`src/rtl/reg_wr_arbiter.sv`:
```
// reg_wr_arbiter
// Shares the write port of a single write-enabled register between NUM_REQ
// requesters. Arbitration is round-robin. A requester that asserts lock_in
// when it wins keeps the port for back-to-back writes, for at most MAX_LOCK
// consecutive cycles. All outputs are registered and drive the register's
// write-enable and data inputs directly.
//
// Ports:
//   clock       rising-edge clock
//   reset       synchronous, active-high reset
//   req_in      per-requester write request (level)
//   lock_in     per-requester request to keep ownership after grant
//   data_in     packed write data, requester i at [i*DATA_W +: DATA_W]
//   gnt_out     one-hot grant pulse (registered)
//   r_en_out    register write enable (registered)
//   r_data_out  register write data (registered, holds when idle)
//   busy_out    high while a requester holds the lock
//   owner_out   index of the last granted requester
module reg_wr_arbiter #(
  parameter int NUM_REQ  = 4,
  parameter int DATA_W   = 16,
  parameter int MAX_LOCK = 4
) (
  input  logic                       clock,
  input  logic                       reset,
  input  logic [NUM_REQ-1:0]         req_in,
  input  logic [NUM_REQ-1:0]         lock_in,
  input  logic [NUM_REQ*DATA_W-1:0]  data_in,
  output logic [NUM_REQ-1:0]         gnt_out,
  output logic                       r_en_out,
  output logic [DATA_W-1:0]          r_data_out,
  output logic                       busy_out,
  output logic [$clog2(NUM_REQ)-1:0] owner_out
);

  localparam int IDX_W = $clog2(NUM_REQ);
  localparam int CNT_W = $clog2(MAX_LOCK + 1);
  // With MAX_LOCK == 1 the single winning grant already uses the whole
  // allowance, so the LOCKED state is never entered.
  localparam bit LOCK_EN = (MAX_LOCK > 1);

  typedef enum logic {
    IDLE   = 1'b0,
    LOCKED = 1'b1
  } state_t;

  state_t                   state_r, state_s;
  logic [CNT_W-1:0]         lock_cnt_r, lock_cnt_s, lock_cnt_inc_s;
  logic [NUM_REQ-1:0]       cand_s;
  logic [IDX_W-1:0]         win_s;
  logic [NUM_REQ-1:0]       gnt_s;
  logic                     r_en_s;
  logic [DATA_W-1:0]        r_data_s;
  logic [IDX_W-1:0]         owner_s;

  // Round-robin pick: first set bit of cand searching last+1, last+2, ...
  // Iterating from the farthest offset down lets the nearest one win.
  function automatic logic [IDX_W-1:0] rr_pick(
    input logic [NUM_REQ-1:0] cand,
    input logic [IDX_W-1:0]   last
  );
    logic [IDX_W-1:0] pick;
    logic [IDX_W-1:0] idx;
    pick = last;
    for (int k = NUM_REQ; k >= 1; k--) begin
      idx = IDX_W'((int'(last) + k) % NUM_REQ);
      if (cand[idx]) begin
        pick = idx;
      end
    end
    return pick;
  endfunction

  // Extract one requester's data word from the packed bus.
  function automatic logic [DATA_W-1:0] data_of(
    input logic [NUM_REQ*DATA_W-1:0] d,
    input logic [IDX_W-1:0]          sel
  );
    logic [DATA_W-1:0] v;
    v = {DATA_W{1'b0}};
    for (int i = 0; i < NUM_REQ; i++) begin
      if (sel == IDX_W'(i)) begin
        v = d[i*DATA_W +: DATA_W];
      end
    end
    return v;
  endfunction

  // Next-state, lock counter and next output values.
  always_comb begin
    state_s        = state_r;
    lock_cnt_s     = lock_cnt_r;
    lock_cnt_inc_s = lock_cnt_r + CNT_W'(1);
    owner_s        = owner_out;
    gnt_s          = {NUM_REQ{1'b0}};
    r_en_s         = 1'b0;
    r_data_s       = r_data_out;
    // Mask the requester currently being granted: it may still show req
    // for this cycle while it drops it, and must not win twice.
    cand_s         = req_in & ~gnt_out;
    win_s          = rr_pick(cand_s, owner_out);

    case (state_r)
      IDLE: begin
        if (|cand_s) begin
          gnt_s    = {{(NUM_REQ-1){1'b0}}, 1'b1} << win_s;
          r_en_s   = 1'b1;
          r_data_s = data_of(data_in, win_s);
          owner_s  = win_s;
          if (lock_in[win_s] && LOCK_EN) begin
            state_s    = LOCKED;
            lock_cnt_s = CNT_W'(1);
          end else begin
            state_s    = IDLE;
            lock_cnt_s = {CNT_W{1'b0}};
          end
        end else begin
          state_s    = IDLE;
          lock_cnt_s = {CNT_W{1'b0}};
        end
      end

      LOCKED: begin
        // The owner streams; its req is deliberately not masked here.
        if (req_in[owner_out]) begin
          gnt_s    = {{(NUM_REQ-1){1'b0}}, 1'b1} << owner_out;
          r_en_s   = 1'b1;
          r_data_s = data_of(data_in, owner_out);
        end else begin
          gnt_s    = {NUM_REQ{1'b0}};
          r_en_s   = 1'b0;
        end
        // Idle locked cycles count too. The grant decided in the exit
        // cycle still issues; owner stays the rr pointer so it gets the
        // lowest priority in the next arbitration.
        if (!lock_in[owner_out] || (lock_cnt_inc_s >= CNT_W'(MAX_LOCK))) begin
          state_s    = IDLE;
          lock_cnt_s = {CNT_W{1'b0}};
        end else begin
          state_s    = LOCKED;
          lock_cnt_s = lock_cnt_inc_s;
        end
      end

      default: begin
        state_s    = IDLE;
        lock_cnt_s = {CNT_W{1'b0}};
      end
    endcase
  end

  // State, counter and registered outputs; reset drops any pending write.
  // owner_out doubles as the round-robin pointer (last granted index).
  always_ff @(posedge clock) begin
    if (reset) begin
      state_r    <= IDLE;
      lock_cnt_r <= {CNT_W{1'b0}};
      gnt_out    <= {NUM_REQ{1'b0}};
      r_en_out   <= 1'b0;
      r_data_out <= {DATA_W{1'b0}};
      busy_out   <= 1'b0;
      owner_out  <= IDX_W'(NUM_REQ - 1);
    end else begin
      state_r    <= state_s;
      lock_cnt_r <= lock_cnt_s;
      gnt_out    <= gnt_s;
      r_en_out   <= r_en_s;
      r_data_out <= r_data_s;
      busy_out   <= (state_s == LOCKED);
      owner_out  <= owner_s;
    end
  end

endmodule

```
`config.mk`:
```
export PLATFORM = sky130hd
export DESIGN_NAME = reg_wr_arbiter
export DESIGN_NICKNAME = d
export VERILOG_FILES = /design/src/rtl/reg_wr_arbiter.sv
export SDC_FILE = /design/constraint.sdc
export NUM_CORES = 1
export LEC_CHECK = 0
export ABC_CLOCK_PERIOD_IN_PS = 6700
export CAP_MARGIN = 20
export CORE_UTILIZATION = 35
export CTS_BUF_LIST = sky130_fd_sc_hd__clkbuf_2
export DETAILED_ROUTE_END_ITERATION = 6
export GPL_TIMING_DRIVEN = 0
export HOLD_SLACK_MARGIN = 0.08
export PLACE_DENSITY = 0.69
export SYNTH_ARGS = -nofsm -noshare
export SYNTH_HDL_FRONTEND = slang
export SYNTH_SLANG_ARGS = --single-unit
```
`constraint.sdc`:
```
create_clock -name clock -period 6.7 [get_ports clock]
set_input_delay 0.67 -clock clock [delete_from_list [all_inputs] [get_ports clock]]
set_output_delay 0.67 -clock clock [all_outputs]
set_load 0.02 [all_outputs]
```
==> flow_summary.rst, run 1 <==
.. list-table::
   :header-rows: 1

   * - Metric
     - Value
   * - Later-pin clock latency in the skew report
     - approximately 0.39 ns
   * - Area of the die
     - between 0.007 and 0.008 sq mm
   * - Worst Clk Skew
     - 0.00228 ns
   * - Unique masters post-synth
     - 34
   * - Layout fillers
     - 631
   * - Buffer count from post-CTS setup fixing
     - 0
   * - Sequential cell area in the final layout
     - 541 sq um
   * - Routability Congestion
     - 0.882
   * - Most common cell after layout, fill and taps aside
     - sky130_fd_sc_hd__clkdlybuf4s50_1
   * - Delay-heaviest family, CP
     - buffers and inverters
   * - Element type at the critical path end
     - register
   * - Post-synthesis cell area
     - roughly 0.0024 sq mm
   * - Placeable core area
     - 0.00642 sq mm
   * - Design Area, Final
     - 0.00343 sq mm
   * - Final routed wire length divided by cell count
     - between 15 and 20 um
   * - Final setup violation count
     - 0
   * - Normalized max-slew margin
     - 56.5%
   * - Final min period
     - 3.51 ns
   * - Placed standard-cell area
     - 0.00341 sq mm
   * - Count of nets left with antenna violations after detail routing
     - 0
   * - Post-route setup TNS
     - 0 ns
   * - CP startpoint kind
     - register
   * - Max clock buf depth
     - 2
   * - Cell count after synthesis
     - 340
   * - Total clock sinks
     - 27
   * - Worst-path clk slew
     - 0.31 ns
   * - Post-route clock period utilization
     - 52.3%
   * - Number of flip-flops and latches in the synthesized netlist
     - 27
   * - Highest-count cells in the layout ignoring fill and taps
     - sky130_fd_sc_hd__clkdlybuf4s50_1 (96), sky130_fd_sc_hd__nand2_1 (78), sky130_fd_sc_hd__a22oi_1 (32), sky130_fd_sc_hd__nand4_1 (32), sky130_fd_sc_hd__clkbuf_1 (28)
   * - Count of routing violations after the opening detailed-route iteration
     - approximately 300
   * - Slew at the pin closest to its max-slew limit
     - ~0.65 ns
   * - Wire length of the first global-routing pass
     - 15,200 um
   * - Maximum cell stage delay along the critical path
     - around 0.51 ns
   * - Post-synthesis net count
     - 419
   * - Final Max Tran Viols
     - 0
   * - Routed via count
     - 3,097
   * - Highest Clock Rate
     - 285 MHz
   * - Critical Path AT
     - 3.85 ns
   * - Worst hold start
     - lock_cnt_r[0]$_SDFF_PP0_
   * - Lkg Pwr
     - approximately 1.3 nW
   * - Total of buffers placed on input and output ports
     - 96
   * - Setup slack of the critical path after layout
     - 3.19 ns
   * - Number of antenna violations at the first check in global routing
     - 0
   * - Clock buffer count from CTS
     - 3
   * - Portion of the post-synthesis area used by sequential elements
     - a little under a quarter
   * - Final Hold Fails
     - 0
   * - Pin count of the biggest net entering global routing
     - 17
   * - Diodes inserted
     - 0
   * - Peak supply drop
     - 260 uV
   * - Max-cap violations
     - 0
   * - Initial Utilization
     - 36.6%
   * - WP data required
     - 7.04 ns
   * - DIE WIDTH
     - 84.0 um
   * - Mean instance size in the synthesized netlist
     - 6.91 sq um
   * - Number of buffers added to fix hold violations after cts
     - 0
   * - Failing checks
     - design-rule violations
   * - Layout overhead on the synthesized area
     - 45.9%
   * - RSZ-0062 raised after global routing
     - no
   * - WHS
     - roughly 0.47 ns
   * - Power density normalized to cell area
     - 542 mW/mm^2
   * - FF-to-FF Start
     - owner_out[0]$_SDFFE_PP1P_
   * - First-pass detailed-route iteration total
     - 7
   * - Number of resized instances in the post-cts repair step
     - 0
   * - Fraction of final layout cells with drive strength greater than 1
     - 2.95%
   * - Clock tree from TritonCTS
     - yes
   * - Number of rows created at floorplan
     - 29
   * - Critical-path cell list
     - buf_2 -> inv_1 -> ha_1 -> nor2b_1 -> a22oi_1 -> nand2_1 -> a21oi_1 -> clkbuf_1 -> clkbuf_1 -> nand4_1 -> and3_1
   * - Clk root buf
     - sky130_fd_sc_hd__clkbuf_2
   * - Cell type with the highest occurrence count on the critical path
     - sky130_fd_sc_hd__clkbuf_1
   * - Number of warnings reported in the yosys synthesis log
     - 0
   * - Die height
     - between 80 and 90 um
   * - Setup slack at placement
     - around 3.3 ns
   * - Buffers & Inverters on Critical Path
     - 4
   * - Number of global-route vias before repair
     - 3,078
   * - Post-detailed-route via-to-cell ratio
     - ~6.0
   * - Final WL
     - 9400 um
   * - Worst setup path start
     - owner_out[0]$_SDFFE_PP1P_
   * - Worst setup path category
     - register to register
   * - Worst-path cell with the longest stage delay
     - sky130_fd_sc_hd__clkbuf_1
   * - Overall routing resource usage
     - 26.9%
   * - Number of DRC violations after detailed routing
     - 16
   * - Multi-input combinational cell area
     - 0.00168 sq mm
   * - Post-Route Utilization
     - 53.4%
   * - H-tree lvl count
     - 1
   * - Critical path peak fanout
     - 10
   * - Final net count
     - 520
   * - Detail Placement HPWL
     - 6720 um
   * - Outcome
     - finished with violations
   * - Kind of path behind the tightest hold check
     - register to register
   * - GRT overflow
     - 0
   * - I/O pins
     - 98
[cell usage after synthesis]
library cell,count,area [sq um]
sky130_fd_sc_hd__nor4bb_1,1,10.0
sky130_fd_sc_hd__nand4b_1,1,8.76
sky130_fd_sc_hd__xnor2_2,1,16.3
sky130_fd_sc_hd__a211o_1,1,8.76
sky130_fd_sc_hd__nor2b_1,7,43.8
sky130_fd_sc_hd__nor2_1,25,93.8
sky130_fd_sc_hd__o21ai_0,17,85.1
sky130_fd_sc_hd__a32oi_1,4,35.0
sky130_fd_sc_hd__dfxtp_1,27,541
sky130_fd_sc_hd__inv_1,4,15.0
sky130_fd_sc_hd__a21oi_1,3,15.0
sky130_fd_sc_hd__a211oi_1,16,120
sky130_fd_sc_hd__nand2_1,78,293
sky130_fd_sc_hd__nor3_1,2,10.0
sky130_fd_sc_hd__mux2i_1,2,20.0
sky130_fd_sc_hd__ha_1,5,62.6
sky130_fd_sc_hd__or3_1,2,12.5
sky130_fd_sc_hd__buf_2,1,5.00
sky130_fd_sc_hd__o21ai_1,1,5.00
sky130_fd_sc_hd__buf_1,1,3.75
sky130_fd_sc_hd__and2_1,18,113
sky130_fd_sc_hd__a22oi_1,32,240
sky130_fd_sc_hd__clkbuf_1,28,105
sky130_fd_sc_hd__and3_1,18,113
sky130_fd_sc_hd__xnor2_1,2,17.5
sky130_fd_sc_hd__mux2_2,1,11.3
sky130_fd_sc_hd__nand3b_1,1,7.51
sky130_fd_sc_hd__a21o_1,1,7.51
sky130_fd_sc_hd__or2_2,1,6.26
sky130_fd_sc_hd__conb_1,1,3.75
sky130_fd_sc_hd__a31oi_1,1,6.26
sky130_fd_sc_hd__nand4_1,32,200
sky130_fd_sc_hd__a311oi_4,1,26.3
sky130_fd_sc_hd__mux4_2,4,90.1
[stage by stage]
stage                     total power [mW]  cells
after floorplan                       1.25    340
after global placement                1.73    513
after detailed placement              1.75    513
after CTS                             1.83    517
after global routing                  2.00    517
final                                 1.86    517
[cells by family (layout without fill, tap and decap cells)]
group                    after synthesis  after routing  share of synthesized area, %
AO/OA/AOI/OAI                         77             77                          23.4
multiplexers                           7              7                          5.16
flip-flops                            27             27                          23.0
AND/OR/NAND/NOR                      186            186                          38.7
XOR/XNOR                               3              3                          1.44
other                                  1              1                         0.160
buffers and inverters                 34            134                          5.48
adder cells (fa/ha/maj)                5              5                          2.66
[layer usage]
| layer | track usage, % | vias up | share of wire, % |
|---|---|---|---|
| met5 | 0 | - | 0 |
| met4 | 9.72 | 0 | 2.3 |
| met1 | 34.5 | 1446 | 43 |
| met2 | 45.3 | 186 | 47 |
| met3 | 4.25 | 22 | 8.0 |
| li1 | - | 1443 | - |
[state kept, by name, indices dropped and copies added (netlist names)]
register / count
gnt_out: 4
r_data_out: 16
lock_cnt_r: 3
state_r: 1
r_en_out: 1
owner_out: 2
[layout make-up]
cell class,count,share of cell area [%]
buffer,30,3.32
clock buffer,3,0.438
clock inverter,1,0.219
inverter,4,0.438
multi-input combinational,279,49.0
sequential,27,15.8
tap,77,2.81
timing repair buffer,96,28.0
[final timing paths]
kind                                              endpoint  slack (ns)  cells past startpoint
worst min register to register    lock_cnt_r[0]$_SDFF_PP0_        0.47                      1
worst max-delay path            r_data_out[3]$_SDFFE_PP0P_        3.19                     11
worst min-delay path              lock_cnt_r[0]$_SDFF_PP0_        0.47                      1
worst max register to register  r_data_out[3]$_SDFFE_PP0P_        3.19                     11
[report_power, final]
group / internal [mW] / switching [mW] / leakage [nW] / total, mW
clock: 0.0138 / 0.0593 / 0.0126 / 0.0731
sequential: 0.228 / 0.0481 / 0.224 / 0.276
combinational: 0.570 / 0.940 / 1.06 / 1.51
Power figures use the tool's default switching activity.
==> run 2, diff against run 1 <==
Settings changed: ABC_CLOCK_PERIOD_IN_PS 6700 to 3100, PLACE_DENSITY 0.69 to 0.71.
Clock period 6.7 ns to 3.1 ns, I/O delays scaled along.
==> run 2 against run 1 <==
The run still ends with design-rule violations left. Non-clock buffer count grew 4. Combinational power grew 130%. Core utilization grew 1.6 points. Clock-buffer cell count grew 1. Design area grew 3.0%. Global-route usage shrank 2.3 points. Hold slack lost 0.11 ns. Wire length shrank 7.1%.
==> flow_summary.rst, run 2 (synthesis gave the netlist of run 1 again) <==
.. list-table::
   :header-rows: 1

   * - Metric
     - Value
   * - Outcome
     - finished with violations
   * - Failing checks
     - design-rule violations
   * - Total clock sinks
     - 27
   * - Comb power frac
     - 82.3%
   * - Sequential share of power
     - 14.2%
   * - Switching Fraction
     - 52.7%
   * - Setup slack at placement
     - -0.211 ns
   * - Number of antenna violations at the first check in global routing
     - 0
   * - Normalized max-slew margin
     - 62.4%
   * - Final setup violation count
     - 0
   * - Layout overhead on the synthesized area
     - 50.3%
   * - Number of DRC violations after detailed routing
     - 12
   * - Count of nets left with antenna violations after detail routing
     - 0
   * - Power density normalized to cell area
     - 1190 mW/mm^2
   * - Clock tree from TritonCTS
     - yes
   * - Highest-count cells in the layout ignoring fill and taps
     - sky130_fd_sc_hd__clkdlybuf4s50_1 (96), sky130_fd_sc_hd__nand2_1 (78), sky130_fd_sc_hd__a22oi_1 (32), sky130_fd_sc_hd__nand4_1 (32)
   * - Final Max Tran Viols
     - 0
   * - DIE WIDTH
     - 84.0 um
   * - Post-Route Utilization
     - 55.0%
   * - Peak supply drop
     - about 500 uV
   * - H-tree lvl count
     - 1
   * - Total of buffers placed on input and output ports
     - 96
   * - Proportion of power drawn by the clock network
     - about 3.5%
   * - Pin count of the biggest net entering global routing
     - 15
   * - Routability Congestion
     - 0.857
   * - Registers with the highest flip-flop counts
     - r_data_out (16), gnt_out (4), lock_cnt_r (3)
   * - I/O pins
     - 98
   * - Final Hold Fails
     - 0
   * - Number of rows created at floorplan
     - 29
   * - Wire length of the first global-routing pass
     - 14,000 um
   * - Highest Clock Rate
     - 342 MHz
   * - Post-route clock period utilization
     - 94.2%
   * - CP startpoint kind
     - register
   * - Net load switching power
     - 2.22 mW
   * - Number of buffers added to fix hold violations after cts
     - 0
   * - Later-pin clock latency in the skew report
     - 0.38 ns
   * - Critical path peak fanout
     - 10
   * - Critical Path AT
     - around 3.3 ns
   * - Final net count
     - 524
   * - Register ranked first by flip-flop count
     - r_data_out
   * - Fraction of final layout cells with drive strength greater than 1
     - 7.43%
   * - Number of global-route vias before repair
     - 2,959
   * - Maximum cell stage delay along the critical path
     - 0.43 ns
   * - Setup slack of the critical path after layout
     - between 0.15 and 0.2 ns
   * - Max reg flops
     - 16
   * - Worst Clk Skew
     - 0.0147 ns
   * - Max-cap violations
     - 0
   * - WP data required
     - roughly 3.4 ns
   * - Initial Utilization
     - between 30% and 40%
   * - Overall routing resource usage
     - 24.6%
   * - Critical-path cell list
     - buf_4 -> inv_1 -> ha_4 -> nor4bb_2 -> a31oi_2 -> a311oi_4 -> buf_4 -> xnor2_4 -> buf_12 -> clkbuf_2 -> nand2_1 -> nand4_1 -> and3_1
   * - Post-detailed-route via-to-cell ratio
     - 5.88
   * - Worst setup path category
     - register to register
   * - Worst-path cell with the longest stage delay
     - sky130_fd_sc_hd__dfxtp_2
   * - Tot Pwr
     - roughly 4.2 mW
   * - Clock buffer count from CTS
     - 3
   * - Diodes inserted
     - 0
   * - Worst-path clk slew
     - 0.27 ns
   * - Final WL
     - just under 9000 um
   * - Area of the die
     - between 0.007 and 0.008 sq mm
   * - Lkg Pwr
     - 1.36 nW
   * - Kind of path behind the tightest hold check
     - input pin to register
   * - Element type at the critical path end
     - register
   * - Final routed wire length divided by cell count
     - ~17 um
   * - Final min period
     - 2.92 ns
   * - Internal power summed over all cells
     - between 1.5 and 2 mW
   * - Most common cell after layout, fill and taps aside
     - sky130_fd_sc_hd__clkdlybuf4s50_1
   * - Die height
     - 84.0 um
   * - Cell type with the highest occurrence count on the critical path
     - sky130_fd_sc_hd__buf_4
   * - Detail Placement HPWL
     - 6420 um
   * - Routed via count
     - 3,065
   * - GRT overflow
     - 0
   * - First-pass detailed-route iteration total
     - 7
   * - Placeable core area
     - 0.00642 sq mm
   * - Count of routing violations after the opening detailed-route iteration
     - ~260
   * - Clk root buf
     - sky130_fd_sc_hd__clkbuf_2
   * - Slew at the pin closest to its max-slew limit
     - 0.564 ns
   * - Max clock buf depth
     - 2
[run 2: cell types whose count changed in the layout (fill, tap and decap cells not counted), moves of 2 or more]
cell	delta
sky130_fd_sc_hd__clkbuf_1	-10
sky130_fd_sc_hd__dfxtp_2	+2
sky130_fd_sc_hd__dfxtp_1	-2
sky130_fd_sc_hd__clkbuf_2	+9
sky130_fd_sc_hd__buf_4	+4
[run 2: through the flow]
| stage | setup TNS, ns | hold WS (ns) | instances | instance area (sq um) |
|---|---|---|---|---|
| final | 0 | 0.359 | 521 | 3530 |
| after global routing | -0.0677 | 0.359 | 521 | 3530 |
| after CTS | 0 | 0.342 | 520 | 3500 |
| after detailed placement | -2.86 | 0.455 | 513 | 3410 |
| after global placement | -2.62 | 0.436 | 513 | 3410 |
| after floorplan | 0 | 0.420 | 340 | 2350 |
[run 2: timing repair]
item                                   in CTS  in global routing
setup endpoints to repair                  22                 22
pin swaps                                   2                  1
setup buffers                               3                  1
endpoints found under the hold margin       0                  0
gates resized for setup                    12                 10
[run 2: power groups by stage]
| stage | clock network [mW] | logic, mW | registers, mW |
|---|---|---|---|
| 2_1_floorplan | 0 | 1.98 | 0.735 |
| 3_3_place_gp | 0 | 3.08 | 0.602 |
| 3_5_place_dp | 0 | 3.11 | 0.603 |
| 4_1_cts | 0.150 | 3.36 | 0.597 |
| 5_1_grt | 0.162 | 3.76 | 0.617 |
| 6_report | 0.146 | 3.47 | 0.599 |
[run 2: worst max-delay path, delay by kind of cell, from the launching register on]
| kind | cells | cell delay [ns] |
|---|---|---|
| fa+ha+maj | 1 | 0.34 |
| flops | 1 | 0.43 |
| compound gates | 2 | 0.38 |
| buf+inv | 5 | 0.97 |
| xor+xnor | 1 | 0.10 |
| simple gates | 4 | 0.67 |
[run 2: area by class of cell]
cell class	count	area, sq um
Multi-Input combinational cell	279	1730
Fill cell	632	2890
Tap cell	77	96.3
Inverter	4	15.0
Buffer	30	131
Clock buffer	4	20.0
Timing Repair Buffer	100	1000
Sequential cell	27	543
[run 2: worst paths after layout]
| path | startpoint | endpoint | slack [ns] | cells after the start |
|---|---|---|---|---|
| max | owner_out[0]$_SDFFE_PP1P_ | r_data_out[11]$_SDFFE_PP0P_ | 0.18 | 13 |
| max reg2reg | owner_out[0]$_SDFFE_PP1P_ | r_data_out[11]$_SDFFE_PP0P_ | 0.18 | 13 |
| min reg2reg | lock_cnt_r[0]$_SDFF_PP0_ | lock_cnt_r[0]$_SDFF_PP0_ | 0.49 | 1 |
| min | reset | owner_out[0]$_SDFFE_PP1P_ | 0.36 | 2 |
[run 2: per-layer routing]
metal | track usage (%) | part of all wire, % | vias up
met5 | 0 | 0 | -
met1 | 33.2 | 43 | 1403
met4 | 7.84 | 1.5 | 0
met3 | 3.56 | 10 | 15
met2 | 40.2 | 45 | 204
li1 | - | - | 1443
==> run 3, diff against run 2 <==
--- a/config.mk
+++ b/config.mk
@@ -9,2 +9,3 @@
 export CAP_MARGIN = 20
+export CORE_MARGIN = 3
 export CORE_UTILIZATION = 35
@@ -14,2 +15,3 @@
 export HOLD_SLACK_MARGIN = 0.08
+export MAX_ROUTING_LAYER = met4
 export PLACE_DENSITY = 0.71
--- a/constraint.sdc
+++ b/constraint.sdc
@@ -3,2 +3,2 @@
 set_output_delay 0.31 -clock clock [all_outputs]
-set_load 0.02 [all_outputs]
+set_load 0.01 [all_outputs]
==> run 3 against run 2 <==
The flow now finishes without violations. Combinational power is 4% lower. Critical path depth is 3 lower. Setup slack worse by 0.025 ns. Die area is 9.8% higher. Core utilization is 0.098 points higher. Critical endpoint is now lock_cnt_r[0]$_SDFF_PP0_. Maximum frequency is 0.85% lower.
==> flow_summary.rst, run 3 (synthesis gave the netlist of run 1 again) <==
.. list-table::
   :header-rows: 1

   * - Metric
     - Value
   * - Outcome
     - completed
   * - Fraction of final layout cells with drive strength greater than 1
     - 7.87%
   * - Internal power summed over all cells
     - 1.96 mW
   * - Hold Path Cell Cnt
     - 2
   * - Reg-to-reg slack, setup
     - 0.15 ns
   * - Initial Utilization
     - 36.6%
   * - Element type at the critical path end
     - register
   * - Count of nets left with antenna violations after detail routing
     - 0
   * - Worst Clk Skew
     - about 0.027 ns
   * - Highest-count cells in the layout ignoring fill and taps
     - sky130_fd_sc_hd__clkdlybuf4s50_1 (96), sky130_fd_sc_hd__nand2_1 (78), sky130_fd_sc_hd__a22oi_1 (32), sky130_fd_sc_hd__nand4_1 (32)
   * - Normalized max-slew margin
     - 60.2%
   * - GRT overflow
     - 0
   * - FF-to-FF Start
     - owner_out[0]$_SDFFE_PP1P_
   * - Switching Fraction
     - 52.0%
   * - Clock tree from TritonCTS
     - yes
   * - Slew at the pin closest to its max-slew limit
     - 0.598 ns
   * - Worst flop-to-flop path endpoint
     - lock_cnt_r[0]$_SDFF_PP0_
   * - Number of DRC violations after detailed routing
     - 0
   * - Final net count
     - about 530
   * - Post-detailed-route via-to-cell ratio
     - 5.87
   * - Cell Count Post-Placement
     - 513
   * - Post-route clock period utilization
     - 95.0%
   * - Die height
     - 88.0 um
   * - WP data required
     - 3.41 ns
   * - Number of rows created at floorplan
     - 29
   * - Sequential share of power
     - 14.6%
   * - Overall routing resource usage
     - 24.7%
   * - Final routed wire length divided by cell count
     - 17.3 um
   * - Layout overhead on the synthesized area
     - 50.6%
   * - Comb power frac
     - 81.7%
   * - First-pass detailed-route iteration total
     - 5
   * - Detail Placement HPWL
     - 6690 um
   * - Registers with the highest flip-flop counts
     - r_data_out (16), gnt_out (4), lock_cnt_r (3)
   * - Clock buffer count from CTS
     - 3
   * - Routed via count
     - 3,066
   * - Count of routing violations after the opening detailed-route iteration
     - 318
   * - Placeable core area
     - 0.00642 sq mm
   * - Final Hold Fails
     - 0
   * - Final min period
     - 2.95 ns
   * - Max reg flops
     - 16
   * - Power density normalized to cell area
     - 1150 mW/mm^2
   * - Layout fillers
     - 622
   * - I/O pins
     - 98
   * - Lkg Pwr
     - 1.36 nW
   * - Final setup violation count
     - 0
   * - Final WL
     - between 9000 and 10,000 um
   * - Worst-case reg-to-reg path depth
     - 10
   * - Critical Path AT
     - 3.25 ns
   * - Final Max Tran Viols
     - 0
   * - Post-Route Utilization
     - 55.1%
   * - Max clock buf depth
     - 2
   * - CP startpoint kind
     - register
   * - Worst hold path endpoint
     - owner_out[0]$_SDFFE_PP1P_
   * - Worst-path clk slew
     - approximately 0.26 ns
   * - Diodes inserted
     - 0
   * - Number of buffers added to fix hold violations after cts
     - 0
   * - Number of antenna violations at the first check in global routing
     - 0
   * - Critical path peak fanout
     - 10
   * - H-tree lvl count
     - 1
   * - Wire length of the first global-routing pass
     - about 15,000 um
   * - Total clock sinks
     - 27
   * - Total of buffers placed on input and output ports
     - 96
   * - Proportion of power drawn by the clock network
     - 3.7%
   * - Routability Congestion
     - between 0.8 and 0.9
   * - Most common cell after layout, fill and taps aside
     - sky130_fd_sc_hd__clkdlybuf4s50_1
   * - Net load switching power
     - roughly 2.1 mW
   * - Final instance count without filler cells
     - ~520
   * - Placed standard-cell area
     - ~0.0034 sq mm
   * - Area of the die
     - 0.00774 sq mm
   * - Clk root buf
     - sky130_fd_sc_hd__clkbuf_2
   * - Kind of path behind the tightest hold check
     - input pin to register
   * - DIE WIDTH
     - 88.0 um
   * - RSZ-0062 raised after global routing
     - no
   * - Worst hold start
     - reset
   * - Design Area, Final
     - 0.00354 sq mm
   * - Worst setup path category
     - register to register
   * - Peak supply drop
     - 674 uV
   * - Max-cap violations
     - 0
   * - Later-pin clock latency in the skew report
     - around 0.39 ns
   * - Register ranked first by flip-flop count
     - r_data_out
   * - Number of global-route vias before repair
     - 3,060
   * - Highest Clock Rate
     - about 340 MHz
   * - Pin count of the biggest net entering global routing
     - 15
-- run 3: changes by cell type in the layout (fill, tap and decap cells not counted), sizes merged --
cell,delta
clkinvlp,+1
buf,+1
inv,-1
-- run 3: per-stage QoR --
step	total power [mW]	worst slack, ns	hold slack [ns]	TNS, ns
floorplan	2.62	0.215	0.420	0
global placement	3.58	-0.228	0.438	-2.81
detailed placement	3.65	-0.294	0.444	-3.94
CTS	3.96	0.00825	0.379	0
global route	4.46	0.0136	0.380	0
finish	4.08	0.154	0.385	0
-- run 3: worst max-delay path, stage by stage, from the launching register on --
cell	delay, ns
sky130_fd_sc_hd__dfxtp_2	0.44
sky130_fd_sc_hd__buf_4	0.22
sky130_fd_sc_hd__clkinvlp_4	0.18
sky130_fd_sc_hd__ha_4	0.31
sky130_fd_sc_hd__nor4bb_2	0.22
sky130_fd_sc_hd__a31oi_2	0.11
sky130_fd_sc_hd__a311oi_4	0.43
sky130_fd_sc_hd__xnor2_4	0.23
sky130_fd_sc_hd__mux4_2	0.55
sky130_fd_sc_hd__nand3b_1	0.12
sky130_fd_sc_hd__o21ai_1	0.07
-- run 3: worst max-delay path by stage --
stage                                         start                          to  cells past startpoint
after global placement    owner_out[0]$_SDFFE_PP1P_  r_data_out[4]$_SDFFE_PP0P_                     11
after detailed placement  owner_out[0]$_SDFFE_PP1P_  r_data_out[5]$_SDFFE_PP0P_                     11
after global routing      owner_out[0]$_SDFFE_PP1P_    lock_cnt_r[0]$_SDFF_PP0_                     10
after CTS                 owner_out[0]$_SDFFE_PP1P_    lock_cnt_r[0]$_SDFF_PP0_                     10
final                     owner_out[0]$_SDFFE_PP1P_    lock_cnt_r[0]$_SDFF_PP0_                     10
after floorplan           owner_out[0]$_SDFFE_PP1P_    lock_cnt_r[0]$_SDFF_PP0_                     10
-- run 3: power by group through the flow --
| stage | logic (mW) | registers, mW | clock network [mW] |
|---|---|---|---|
| floorplan | 1.98 | 0.640 | 0 |
| global placement | 2.97 | 0.602 | 0 |
| detailed placement | 3.05 | 0.601 | 0 |
| CTS | 3.21 | 0.594 | 0.153 |
| global route | 3.68 | 0.615 | 0.167 |
| finish | 3.33 | 0.596 | 0.151 |
-- run 3: metal layers --
metal | global-route usage (%) | part of all wire, % | vias to the layer above
li1 | - | - | 1448
met5 | - | 0 | -
met3 | 3.86 | 11 | 9
met4 | 6.97 | 0.83 | 0
met2 | 38.6 | 45 | 213
met1 | 33.0 | 43 | 1396
-- run 3: area by class of cell --
class / instances / area, sq um / share of cell area (%)
buffer: 30 / 139 / 3.92
clock buffer: 4 / 20.0 / 0.565
inverter: 4 / 18.8 / 0.530
multi-input combinational: 279 / 1730 / 48.7
sequential: 27 / 543 / 15.3
tap: 77 / 96.3 / 2.72
timing repair buffer: 101 / 998 / 28.2
-- run 3: what timing repair did --
action                     in CTS  in global routing
resized for setup              14                 14
setup endpoints to repair      22                 23
buffers inserted                2                  3
pin swaps                       1                  1
